File: config.mk
export PLATFORM = sky130hd
export DESIGN_NAME = i2s_dac_tx
export DESIGN_NICKNAME = d
export VERILOG_FILES = /design/src/rtl/i2s_dac_tx.sv
export SDC_FILE = /design/constraint.sdc
export NUM_CORES = 1
export LEC_CHECK = 0
export ABC_AREA = 1
export BUFFER_PORTS_ARGS = -buffer_cell sky130_fd_sc_hd__buf_2
export CAP_MARGIN = 20
export CELL_PAD_IN_SITES_DETAIL_PLACEMENT = 1
export CELL_PAD_IN_SITES_GLOBAL_PLACEMENT = 1
export CORE_MARGIN = 2
export CORE_UTILIZATION = 43
export DETAILED_ROUTE_END_ITERATION = 7
export GPL_TIMING_DRIVEN = 0
export HOLD_SLACK_MARGIN = 0.12
export PLACE_DENSITY = 0.8
export SYNTH_ARGS = -nofsm -noshare
export SYNTH_HDL_FRONTEND = slang
export SYNTH_SLANG_ARGS = --single-unit
export TNS_END_PERCENT = 5
File: constraint.sdc
create_clock -name clk -period 2.9 [get_ports clk]
set_input_delay 0.145 -clock clk [delete_from_list [all_inputs] [get_ports clk]]
set_output_delay 0.145 -clock clk [all_outputs]
set_load 0.1 [all_outputs]
File: src/rtl/i2s_dac_tx.sv
// i2s_dac_tx: Philips-I2S transmitter for the stereo DAC.
// Serialises a 24-bit mono sample (carried in a 32-bit word, upper byte ignored) MSB-first.
// The same sample goes out on both the left and right slots of a 64-BCLK frame.
// BCLK and LRCK are derived from clk. One sample is buffered through a valid/ready handshake.
//
// Ports:
//   clk, reset            system clock, synchronous active-high reset
//   dac_data, dac_valid   sample word {8'h00, sample[23:0]} and its valid
//   dac_ready             holding register empty
//   bclk, lrck, sdata     I2S bit clock, word select (0 = left), serial data
//   frame_start           one-clk pulse at each frame boundary (sample load instant)
//   underrun              one-clk pulse when a frame starts with nothing buffered
module i2s_dac_tx #(
  parameter int unsigned CLK_DIV    = 2,
  parameter int unsigned SLOT_BITS  = 32,
  parameter int unsigned AUDIO_BITS = 24
) (
  input  logic        clk,
  input  logic        reset,
  input  logic [31:0] dac_data,
  input  logic        dac_valid,
  output logic        dac_ready,
  output logic        bclk,
  output logic        lrck,
  output logic        sdata,
  output logic        frame_start,
  output logic        underrun
);

  localparam int unsigned DivW = (CLK_DIV > 1) ? $clog2(CLK_DIV) : 1;
  localparam int unsigned CntW = $clog2(2 * SLOT_BITS);
  localparam int unsigned PosW = CntW - 1;
  localparam int unsigned IdxW = $clog2(AUDIO_BITS);
  localparam logic [DivW-1:0] DivLast = DivW'(CLK_DIV - 1);

  logic [DivW-1:0]       div_q, div_d;
  logic                  bclk_q, bclk_d;
  logic                  lrck_q, lrck_d;
  logic                  sdata_q, sdata_d;
  logic                  fs_q, fs_d;
  logic                  un_q, un_d;
  logic [CntW-1:0]       bit_q, bit_d;
  logic                  hold_full_q, hold_full_d;
  logic [AUDIO_BITS-1:0] hold_q, hold_d;
  logic [AUDIO_BITS-1:0] frame_q, frame_d;
  logic [PosW-1:0]       pos;
  logic [IdxW-1:0]       idx;
  int unsigned           sel;

  // The upper byte of the DAC word carries no audio.
  logic unused_upper;
  assign unused_upper = ^dac_data[31:AUDIO_BITS];

  always_comb begin
    div_d       = div_q + 1'b1;
    bclk_d      = bclk_q;
    lrck_d      = lrck_q;
    sdata_d     = sdata_q;
    fs_d        = 1'b0;
    un_d        = 1'b0;
    bit_d       = bit_q;
    hold_full_d = hold_full_q;
    hold_d      = hold_q;
    frame_d     = frame_q;
    pos         = '0;
    sel         = 0;
    idx         = '0;

    // Accept only into an empty holding register; the frame-boundary load below only
    // fires when it is already full, so the two never collide.
    if (dac_valid && !hold_full_q) begin
      hold_d      = dac_data[AUDIO_BITS-1:0];
      hold_full_d = 1'b1;
    end

    if (div_q == DivLast) begin
      div_d  = '0;
      bclk_d = ~bclk_q;
      if (bclk_q) begin
        // Falling edge: advance bit position, update lrck and sdata together.
        bit_d  = bit_q + 1'b1;
        lrck_d = bit_d[CntW-1];
        pos    = bit_d[PosW-1:0];
        if (bit_d == '0) begin
          fs_d = 1'b1;
          if (hold_full_q) begin
            frame_d     = hold_q;
            hold_full_d = 1'b0;
          end else begin
            un_d = 1'b1;
          end
        end
        // p=0 is the I2S one-bit delay; p=1 carries the MSB. p=0 never reads frame_q,
        // so the frame-boundary load cannot race with the data path.
        sel     = 32'(pos);
        idx     = IdxW'(AUDIO_BITS - sel);
        sdata_d = 1'b0;
        if (sel >= 1 && sel <= AUDIO_BITS) begin
          sdata_d = frame_q[idx];
        end
      end
    end
  end

  always_ff @(posedge clk) begin
    if (reset) begin
      div_q       <= '0;
      bclk_q      <= 1'b0;
      lrck_q      <= 1'b1;
      sdata_q     <= 1'b0;
      fs_q        <= 1'b0;
      un_q        <= 1'b0;
      bit_q       <= '1;
      hold_full_q <= 1'b0;
      hold_q      <= '0;
      frame_q     <= '0;
    end else begin
      div_q       <= div_d;
      bclk_q      <= bclk_d;
      lrck_q      <= lrck_d;
      sdata_q     <= sdata_d;
      fs_q        <= fs_d;
      un_q        <= un_d;
      bit_q       <= bit_d;
      hold_full_q <= hold_full_d;
      hold_q      <= hold_d;
      frame_q     <= frame_d;
    end
  end

  assign dac_ready   = ~hold_full_q;
  assign bclk        = bclk_q;
  assign lrck        = lrck_q;
  assign sdata       = sdata_q;
  assign frame_start = fs_q;
  assign underrun    = un_q;

endmodule

# Yosys cells after proc, flatten, opt, wreduce, memory -nomap -nowiden
# Index checks and enable logic that the tools add are counted.
# W data, S select, Z words.
dict set report classes {
  n_mux 10
  addsub 3
  reduce_logical 9
  order_cmp 3
  bitwise 4
}
# cell count
set ops {}
lappend ops {{$mux W1} 9}
lappend ops {{$add A6 B1 Y6 const B} 1}
lappend ops {{$logic_not A6 Y1} 1}
lappend ops {{$lt A5 B6 Y1 const B} 1}
lappend ops {{$bmux W1 S5} 1}
lappend ops {{$ge A5 B1 Y1 const B} 1}
lappend ops {{$le A5 B5 Y1 const B} 1}
lappend ops {{$sub A5 B5 Y5 const A} 1}
lappend ops {{$not A1 Y1} 4}
lappend ops {{$reduce_and A4 Y1} 1}
lappend ops {{$reduce_or A4 Y1} 1}
lappend ops {{$reduce_or A3 Y1} 1}
lappend ops {{$logic_and A1 B1 Y1} 2}
lappend ops {{$reduce_and A2 Y1} 1}
lappend ops {{$reduce_or A2 Y1} 1}
lappend ops {{$add A1 B1 Y1 const B} 1}
lappend ops {{$logic_not A1 Y1} 1}
dict set report word_totals {
  regBits 61
  out_inout_bits 6
}

# Depth between registers and ports, before layout
# Gate-level depths: netlist (run 1).
dict set report logic_depth {
  depth_word 7
  mapped_depth 14
  ltp_nobuf 13
}

# Worst setup path before layout (run 1)
# No wires, ideal clock.
dict set report synth_path {
  path_type {reg2reg}
  from {reg bclk_q, in the netlist bclk}
  to {reg frame_q[7]}
  arrival_time_ps 2221
  stages_incl_launch_ff 9
  setup_ps 139
  setup_slack_ps 540
  required_ps 2761
  path_cell_list {dfxtp_1 nand2_1 inv_2 nand2_2 nor3_4 nand3_2 buf_2 nand2_1 a21oi_2}
}
dict set report synth_via {
  elab_chain_len 1
}
# item line
set synth_lines {}
lappend synth_lines {{start: declaration} 37} ;# logic bclk_q, bclk_d;
lappend synth_lines {{start signal: assignment} 119} ;# bclk_q <= bclk_d;
lappend synth_lines {{$reduce_and A4 Y1 (no source line)} --}
lappend synth_lines {{end signal: assignment} 127} ;# frame_q <= frame_d;
lappend synth_lines {{end: declaration} 45} ;# logic [AUDIO_BITS-1:0] frame_q, frame_d;
# Every way passes these cells.
# A chain may end at the register's enable or synchronous reset.

# Worst setup path in the final report (run 1)
dict set report layout_path {
  from {reg bit_q[0]}
  to {reg sdata_q, in the netlist sdata}
}
dict set report layout_via {
  elab_chain_len 5
  word_cells_on_any_way 8
}
# item line
set layout_lines {}
lappend layout_lines {{start: declaration} 42} ;# logic [CntW-1:0] bit_q, bit_d;
lappend layout_lines {{start signal: assignment} 124} ;# bit_q <= bit_d;
lappend layout_lines {{$add A6 B1 Y6 (*)} 81} ;# bit_d = bit_q + 1'b1;
lappend layout_lines {{$sub A5 B5 Y5} 96} ;# idx = IdxW'(AUDIO_BITS - sel);
lappend layout_lines {{$bmux W1 S5} 99} ;# sdata_d = frame_q[idx];
lappend layout_lines {{$mux W1 (implied by the code)} 99}
lappend layout_lines {{$mux W1 (*)} 98} ;# if (sel >= 1 && sel <= AUDIO_BITS) begin
lappend layout_lines {{end signal: assignment} 121} ;# sdata_q <= sdata_d;
lappend layout_lines {{end: declaration} 39} ;# logic sdata_q, sdata_d;
# Mark *: on every way between the ends. The rest lies on a longest branch, timed or not. The select of a mux whose other input is x is not followed.

==> run_results.csv, run 1 <==
group,metric,value,unit
die,ios,41,
critical_path,cpPeakStageDelay,350,ps
clock_tree,tritoncts,"yes",
critical_path,crit_chain,"buf_2 > inv_1 > ha_1 > inv_1 > nor2_1 > nor2_1 > o21ai_0 > nand2_1 > nand2_1 > nand2_1 > nand3_1 > nand3_1 > a21oi_1",
clock_tree,cts.reportedPaths.clkPinSlew,70,ps
routing,drtAntennaViolNets,0,
critical_path,end_kind,"flop",
logic_synthesis,yosys_warnings,0,
critical_path,cpMaxStageDelayCell,"ha_1",
grt,grt_pass1_vias,2663,
logic_synthesis,synth.net_count,395,
routing,drc,0,
sta,hold_violations,0,
logic_synthesis,ys_top_cells_by_area,"dfxtp_1 46%, nand2_1 11%, nor2_1 11%",
logic_synthesis,yosysTopAreaCellShare,0.460,
critical_path,cpMostUsedCell,"nand2_1",
sta,fin_tns_setup,0,ps
sta,slew_viol_final,0,
critical_path,rrSetupSlack,610,ps
routing,wirelength,7770,µm
logic_synthesis,synth.cell_area,2610,µm²
clock_tree,post_cts_buffers,0,
layout,seq_area,1200,µm²
routing,avgViaCountPerCell,4.99,
die,fp.dieH,82.0,µm
grt,grt_max_degree,11,
sta,skew,7.99,ps
placement,pre_cts_slack,588,ps
sta,tightest_slew,612,ps
sta,setup_ws,613,ps
placement,hpwl,4780,µm
sta,fin_crit_sh,0.788,
routing,first_iter_violations,70,
critical_path,reg2reg_to,"sdata",
sta,rsz0062_at_grt,"false",
routing,vias,2518,
layout,syn_to_final_growth,26.7,%
pwr,power_density,584,nW/µm²
clock_tree,clock-sinks,60,
worst_hold_path,hold_path.class,"primary input to flop",
pwr,vdd.ir_drop.worst,0.351,mV
clock_tree,htree_levels,3,
job,drv_cap,0,
logic_synthesis,avgSynthCellArea,7.30,µm²
critical_path,rr_startpoint,"bit_q[0]",
layout,multi_input_area,1220,µm²
layout,fin_util,0.563,
pwr,p_leak,1.50,nW
critical_path,worstPathMaxFanout,9,
layout,fin_nets,463,
critical_path,crit_start,"bit_q[0]",
layout,final_layout_size_suffix_gt1_frac,0.184,
grt,grt_pass1_wl,13100,µm
die,design.die.area,6720,µm²
grt,antenna_found_initial,0,
outcome,status,"finished, final reports clean",
sta,fin_crit,2290,ps
critical_path,worstRegToRegCells,13,
critical_path,critPathCapture,"sdata",
placement,gp_congestion,0.786,
clock_tree,clock-root-buffer,"clkbuf_8",
grt,overflow,0,
critical_path,worst_setup_path_start_kind,"flop",
placement,portBuffers,32,
die,placementRows,28,
die,core_region_area,5890,µm²
routing,drtPass1Iterations,4,
clock_tree,clk_path_buf_depth,2,
sta,max_freq,437,MHz
logic_synthesis,netlist_instances,358,
pwr,p_total,1.93,mW
logic_synthesis,synth_cell_type_count,26,
logic_synthesis,yosysSeqAreaShare,0.460,
sta,slew_headroom,0.592,
logic_synthesis,synth-seq-cells,60,
sta,setup_viol_count_final,0,
logic_synthesis,yosysTopAreaCell,"dfxtp_1",
clock_tree,clock_latency,340,ps
routing,post_drt_wl_per_cell,15.4,µm
clock_tree,cts_hold_buf,25,
clock_tree,ctsResizeCount,0,
die,fp.dieW,82.0,µm
critical_path,cp.required,3100,ps
critical_path,critPathArrivalTime,2490,ps
critical_path,setup.worst_path.class,"flop to flop",
clock_tree,cts-buffers-inserted,9,
grt,grt_use_total,0.261,
die,start_util,0.444,
layout,n_fill_cell,751,
## state kept, by name, indices dropped and copies added, names as in the netlist
signal,cells
bclk,1
bit_q,5
div_q,1
frame_q,24
frame_start,1
hold_full_q,1
hold_q,24
lrck,1
sdata,1
underrun,1
## critical path, delay by kind of cell, from the launching register on
family                   cells  cell delay [ps]
flip-flops                   1              330
buffers and inverters        3              480
AND/OR/NAND/NOR              7              770
AO/OA/AOI/OAI                2              210
adder cells (fa/ha/maj)      1              350
## power by group
part	total, mW	switching (mW)	internal, mW
clock	0.759	0.325	0.433
sequential	0.886	0.0250	0.861
combinational	0.289	0.189	0.100
total	1.93	0.539	1.39
## Yosys cell counts, drive strengths merged
| cell type | n |
|---|---|
| a21oi | 27 |
| o211ai | 2 |
| nor2 | 80 |
| ha | 2 |
| xor2 | 2 |
| inv | 23 |
| buf | 7 |
| clkinv | 1 |
| nand2 | 92 |
| nand3 | 9 |
| nand4 | 3 |
| o21ai | 38 |
| nor3 | 2 |
| clkbuf | 10 |
| dfxtp | 60 |
## routing by layer
layer,up-vias,wire (µm),global-route usage,part of all wire
met1,1198,3550,0.322,0.46
li1,1265,-,-,-
met5,-,0,0,0
met4,0,148,0.103,0.019
met2,39,3870,0.439,0.50
met3,16,207,0.0582,0.027
## through the flow
stage          instance area (µm²)  instances  hold slack, ps
2_1_floorplan                 2610        358             278
3_3_place_gp                  2870        465             364
3_5_place_dp                  2870        465             374
4_1_cts                       3310        504             357
5_1_grt                       3310        504             406
6_report                      3310        505             364
## kinds of logic after synthesis
group	count (synthesis)	share of synthesized area
flops	60	0.460
fa+ha+maj	2	0.00957
compound gates	67	0.145
xor+xnor	2	0.00670
simple gates	186	0.306
buf+inv	41	0.0737
## area by class of cell
type | count | share of cell area
multi-input cells | 257 | 0.368
flip-flops and latches | 60 | 0.363
repair buffers | 57 | 0.124
clock buffers | 12 | 0.0469
plain buffers | 17 | 0.0310
well taps | 75 | 0.0283
inverters | 24 | 0.0272
clock inverters | 2 | 0.0106
diodes | 1 | 0.000756
## placed cells by master (no fill, tap or decap), types with 2 or more instances in the layout
master         netlist  layout
a21oi_1             17      17
a21oi_2             10      10
buf_2                3      35
clkbuf_1            10      11
clkbuf_8             0      11
dfxtp_1             60      60
dlygate4sd3_1        0      25
ha_1                 2       2
inv_1               22      22
nand2_1             79      79
nand2_2             11      11
nand2_4              2       2
nand3_1              7       7
nand3_2              2       2
nand4_1              3       3
nor2_1              79      79
o211ai_1             2       2
o21ai_0             38      38
xor2_1               2       2
## worst min path at each step
stage                 startpoint  cells after the start     endpoint  slack (ps)
floorplan              dac_valid                      2  hold_full_q         280
global placement    dac_data[13]                      3   hold_q[13]         360
detailed placement  dac_data[14]                      3   hold_q[14]         370
CTS                        reset                      3        div_q         360
global route               reset                      3  frame_q[17]         410
finish                     reset                      3        div_q         360
No activity file was read; power rests on OpenSTA's default activity.
==> run 2, diff against run 1 <==
--- a/config.mk
+++ b/config.mk
@@ -11,11 +11,11 @@
 export CELL_PAD_IN_SITES_DETAIL_PLACEMENT = 1
 export CELL_PAD_IN_SITES_GLOBAL_PLACEMENT = 1
 export CORE_MARGIN = 2
-export CORE_UTILIZATION = 43
+export CORE_UTILIZATION = 40
 export DETAILED_ROUTE_END_ITERATION = 7
 export GPL_TIMING_DRIVEN = 0
 export HOLD_SLACK_MARGIN = 0.12
-export PLACE_DENSITY = 0.8
+export PLACE_DENSITY = 0.75
 export SYNTH_ARGS = -nofsm -noshare
 export SYNTH_HDL_FRONTEND = slang
 export SYNTH_SLANG_ARGS = --single-unit
==> constraint.sdc (replaced) <==
create_clock -name clk -period 2.28 [get_ports clk]
set_input_delay 0.114 -clock clk [delete_from_list [all_inputs] [get_ports clk]]
set_output_delay 0.114 -clock clk [all_outputs]
set_load 0.1 [all_outputs]
==> run_results.csv, run 2 (synthesis results as in run 1) <==
group,metric,value,unit
outcome,status,"finished, final reports clean",
layout,final_cell_mix,"78 x nand2_1, 76 x nor2_1, 59 x dfxtp_1",
routing,drtPass1Iterations,4,
worst_hold_path,min_to,"hold_q[16]",
sta,rsz0062_at_grt,"false",
clock_tree,htree_levels,3,
pwr,seq_power_share,0.478,
layout,syn_to_final_growth,27.7,%
layout,final_layout_size_suffix_gt1_frac,0.207,
clock_tree,cts-buffers-inserted,9,
placement,portBuffers,32,
critical_path,cpMaxStageDelayCell,"dfxtp_1",
die,design.die.area,7200,µm²
critical_path,worst_setup_path_start_kind,"flop",
clock_tree,post_cts_buffers,0,
die,start_util,0.412,
die,fp.dieH,84.8,µm
layout,largestRegisters,"frame_q: 24 flops, hold_q: 24 flops, bit_q: 5 flops",
pwr,p_comb_frac,0.158,
sta,max_freq,483,MHz
routing,avgViaCountPerCell,4.88,
critical_path,crit_chain,"ha_2 > nand2_4 > clkinv_1 > nand3_1 > nand2_1 > nand2_2 > nor3_4 > nand3_4 > buf_2 > nand2_1 > a21oi_1",
critical_path,worstPathMaxFanout,10,
worst_hold_path,hold_depth,5,
critical_path,setup.worst_path.class,"flop to flop",
pwr,vdd.ir_drop.worst,0.379,mV
layout,fin_nets,463,
pwr,internal-power,1.67,mW
critical_path,end_kind,"flop",
pwr,p_leak,1.49,nW
critical_path,cp.required,2480,ps
placement,hpwl,4710,µm
critical_path,rrSetupSlack,210,ps
grt,grt_max_degree,11,
sta,fin_crit,2070,ps
grt,grt_pass1_wl,11900,µm
grt,antenna_found_initial,0,
sta,slew_viol_final,0,
clock_tree,clock-sinks,60,
layout,fin_util,0.526,
grt,overflow,0,
critical_path,rr_startpoint,"bit_q[1]",
layout,final_common_cell,"nand2_1",
sta,fin_tns_setup,0,ps
pwr,netSwitchingPower,0.688,mW
sta,fin_crit_sh,0.908,
clock_tree,clock_latency,340,ps
critical_path,worstRegToRegCells,11,
routing,wirelength,6910,µm
pwr,clockPowerShare,0.365,
placement,gp_congestion,0.746,
routing,vias,2475,
clock_tree,clk_path_buf_depth,2,
grt,grt_pass1_vias,2539,
die,fp.dieW,84.8,µm
sta,hold_violations,0,
pwr,power_density,707,nW/µm²
die,core_region_area,6350,µm²
job,drv_cap,0,
grt,grt_use_total,0.208,
clock_tree,tritoncts,"yes",
routing,post_drt_wl_per_cell,13.6,µm
critical_path,cpPeakStageDelay,440,ps
critical_path,critPathArrivalTime,2270,ps
die,ios,41,
sta,setup_viol_count_final,0,
pwr,switching_share,0.292,
layout,diodes,0,
sta,slew_headroom,0.564,
critical_path,reg2reg_to,"frame_q[18]",
sta,tightest_slew,654,ps
worst_hold_path,hold_path.class,"primary input to flop",
routing,first_iter_violations,58,
clock_tree,clock-root-buffer,"clkbuf_8",
routing,drc,0,
die,placementRows,29,
critical_path,cpMostUsedCell,"nand2_1",
worst_hold_path,hold_start,"reset",
clock_tree,cts.reportedPaths.clkPinSlew,70,ps
routing,drtAntennaViolNets,0,
sta,skew,8.01,ps
run 2: changes by cell type in the layout (fill, tap and decap cells not counted), moves of 2 or more:
cell	delta
ha_1	-2
nor2_2	+2
clkinvlp_4	+2
nor2_1	-3
run 2: worst max-delay path: cells and delay by family, from the launching register on:
family / cells / cell delay (ps)
buffers and inverters: 2 / 280
AND/OR/NAND/NOR: 7 / 860
flip-flops: 1 / 440
AO/OA/AOI/OAI: 1 / 80
adder cells (fa/ha/maj): 1 / 280
run 2: cell type report:
cell class | instances | area (µm²)
fill | 803 | 3010
multi-input combinational | 257 | 1260
sequential | 60 | 1200
timing repair buffer | 57 | 410
clock buffer | 11 | 151
buffer | 17 | 105
tap | 77 | 96.3
inverter | 24 | 90.1
clock inverter | 4 | 25.0
run 2: power groups by stage:
| stage | Sequential, mW | Combinational (mW) | Clock [mW] |
|---|---|---|---|
| final | 1.13 | 0.372 | 0.861 |
| after global routing | 1.13 | 0.423 | 0.921 |
| after CTS | 1.13 | 0.361 | 0.880 |
| after detailed placement | 1.15 | 0.326 | 0 |
| after global placement | 1.15 | 0.316 | 0 |
| after floorplan | 1.17 | 0.213 | 0 |
run 2: per-stage QoR:
| step | cells | cell area, µm² | hold slack (ps) | setup slack, ps | total power [mW] |
|---|---|---|---|---|---|
| 2_1_floorplan | 358 | 2620 | 247 | 314 | 1.38 |
| 3_3_place_gp | 467 | 2870 | 334 | -21.7 | 1.46 |
| 3_5_place_dp | 467 | 2870 | 342 | -59.0 | 1.48 |
| 4_1_cts | 507 | 3300 | 325 | 75.6 | 2.37 |
| 5_1_grt | 507 | 3340 | 372 | 32.1 | 2.48 |
| 6_report | 507 | 3340 | 326 | 209 | 2.36 |
run 2: worst max path at each step:
| stage | from | slack [ps] | cells after the start | end |
|---|---|---|---|---|
| floorplan | bclk | 310 | 8 | frame_q[7] |
| global placement | bit_q[0] | -20 | 13 | sdata |
| detailed placement | bit_q[0] | -60 | 13 | sdata |
| CTS | bit_q[0] | 80 | 13 | sdata |
| global route | bit_q[1] | 30 | 11 | frame_q[18] |
| finish | bit_q[1] | 210 | 11 | frame_q[18] |
run 2: repair_timing:
| item | 4_1_cts | 5_1_grt |
|---|---|---|
| resized for setup | 1 | 9 |
| endpoints found under the setup margin | 1 | 20 |
| hold endpoints to repair | 25 | 0 |
| hold buffers | 25 | 0 |
run 2: per-layer routing:
| layer | wire length [µm] | vias up | global-route usage | share of wire |
|---|---|---|---|---|
| met3 | 148 | 12 | 0.0399 | 0.021 |
| met2 | 3330 | 27 | 0.350 | 0.48 |
| met4 | 130 | 0 | 0.0880 | 0.019 |
| li1 | - | 1267 | - | - |
| met5 | 0 | - | 0 | 0 |
| met1 | 3300 | 1169 | 0.262 | 0.48 |
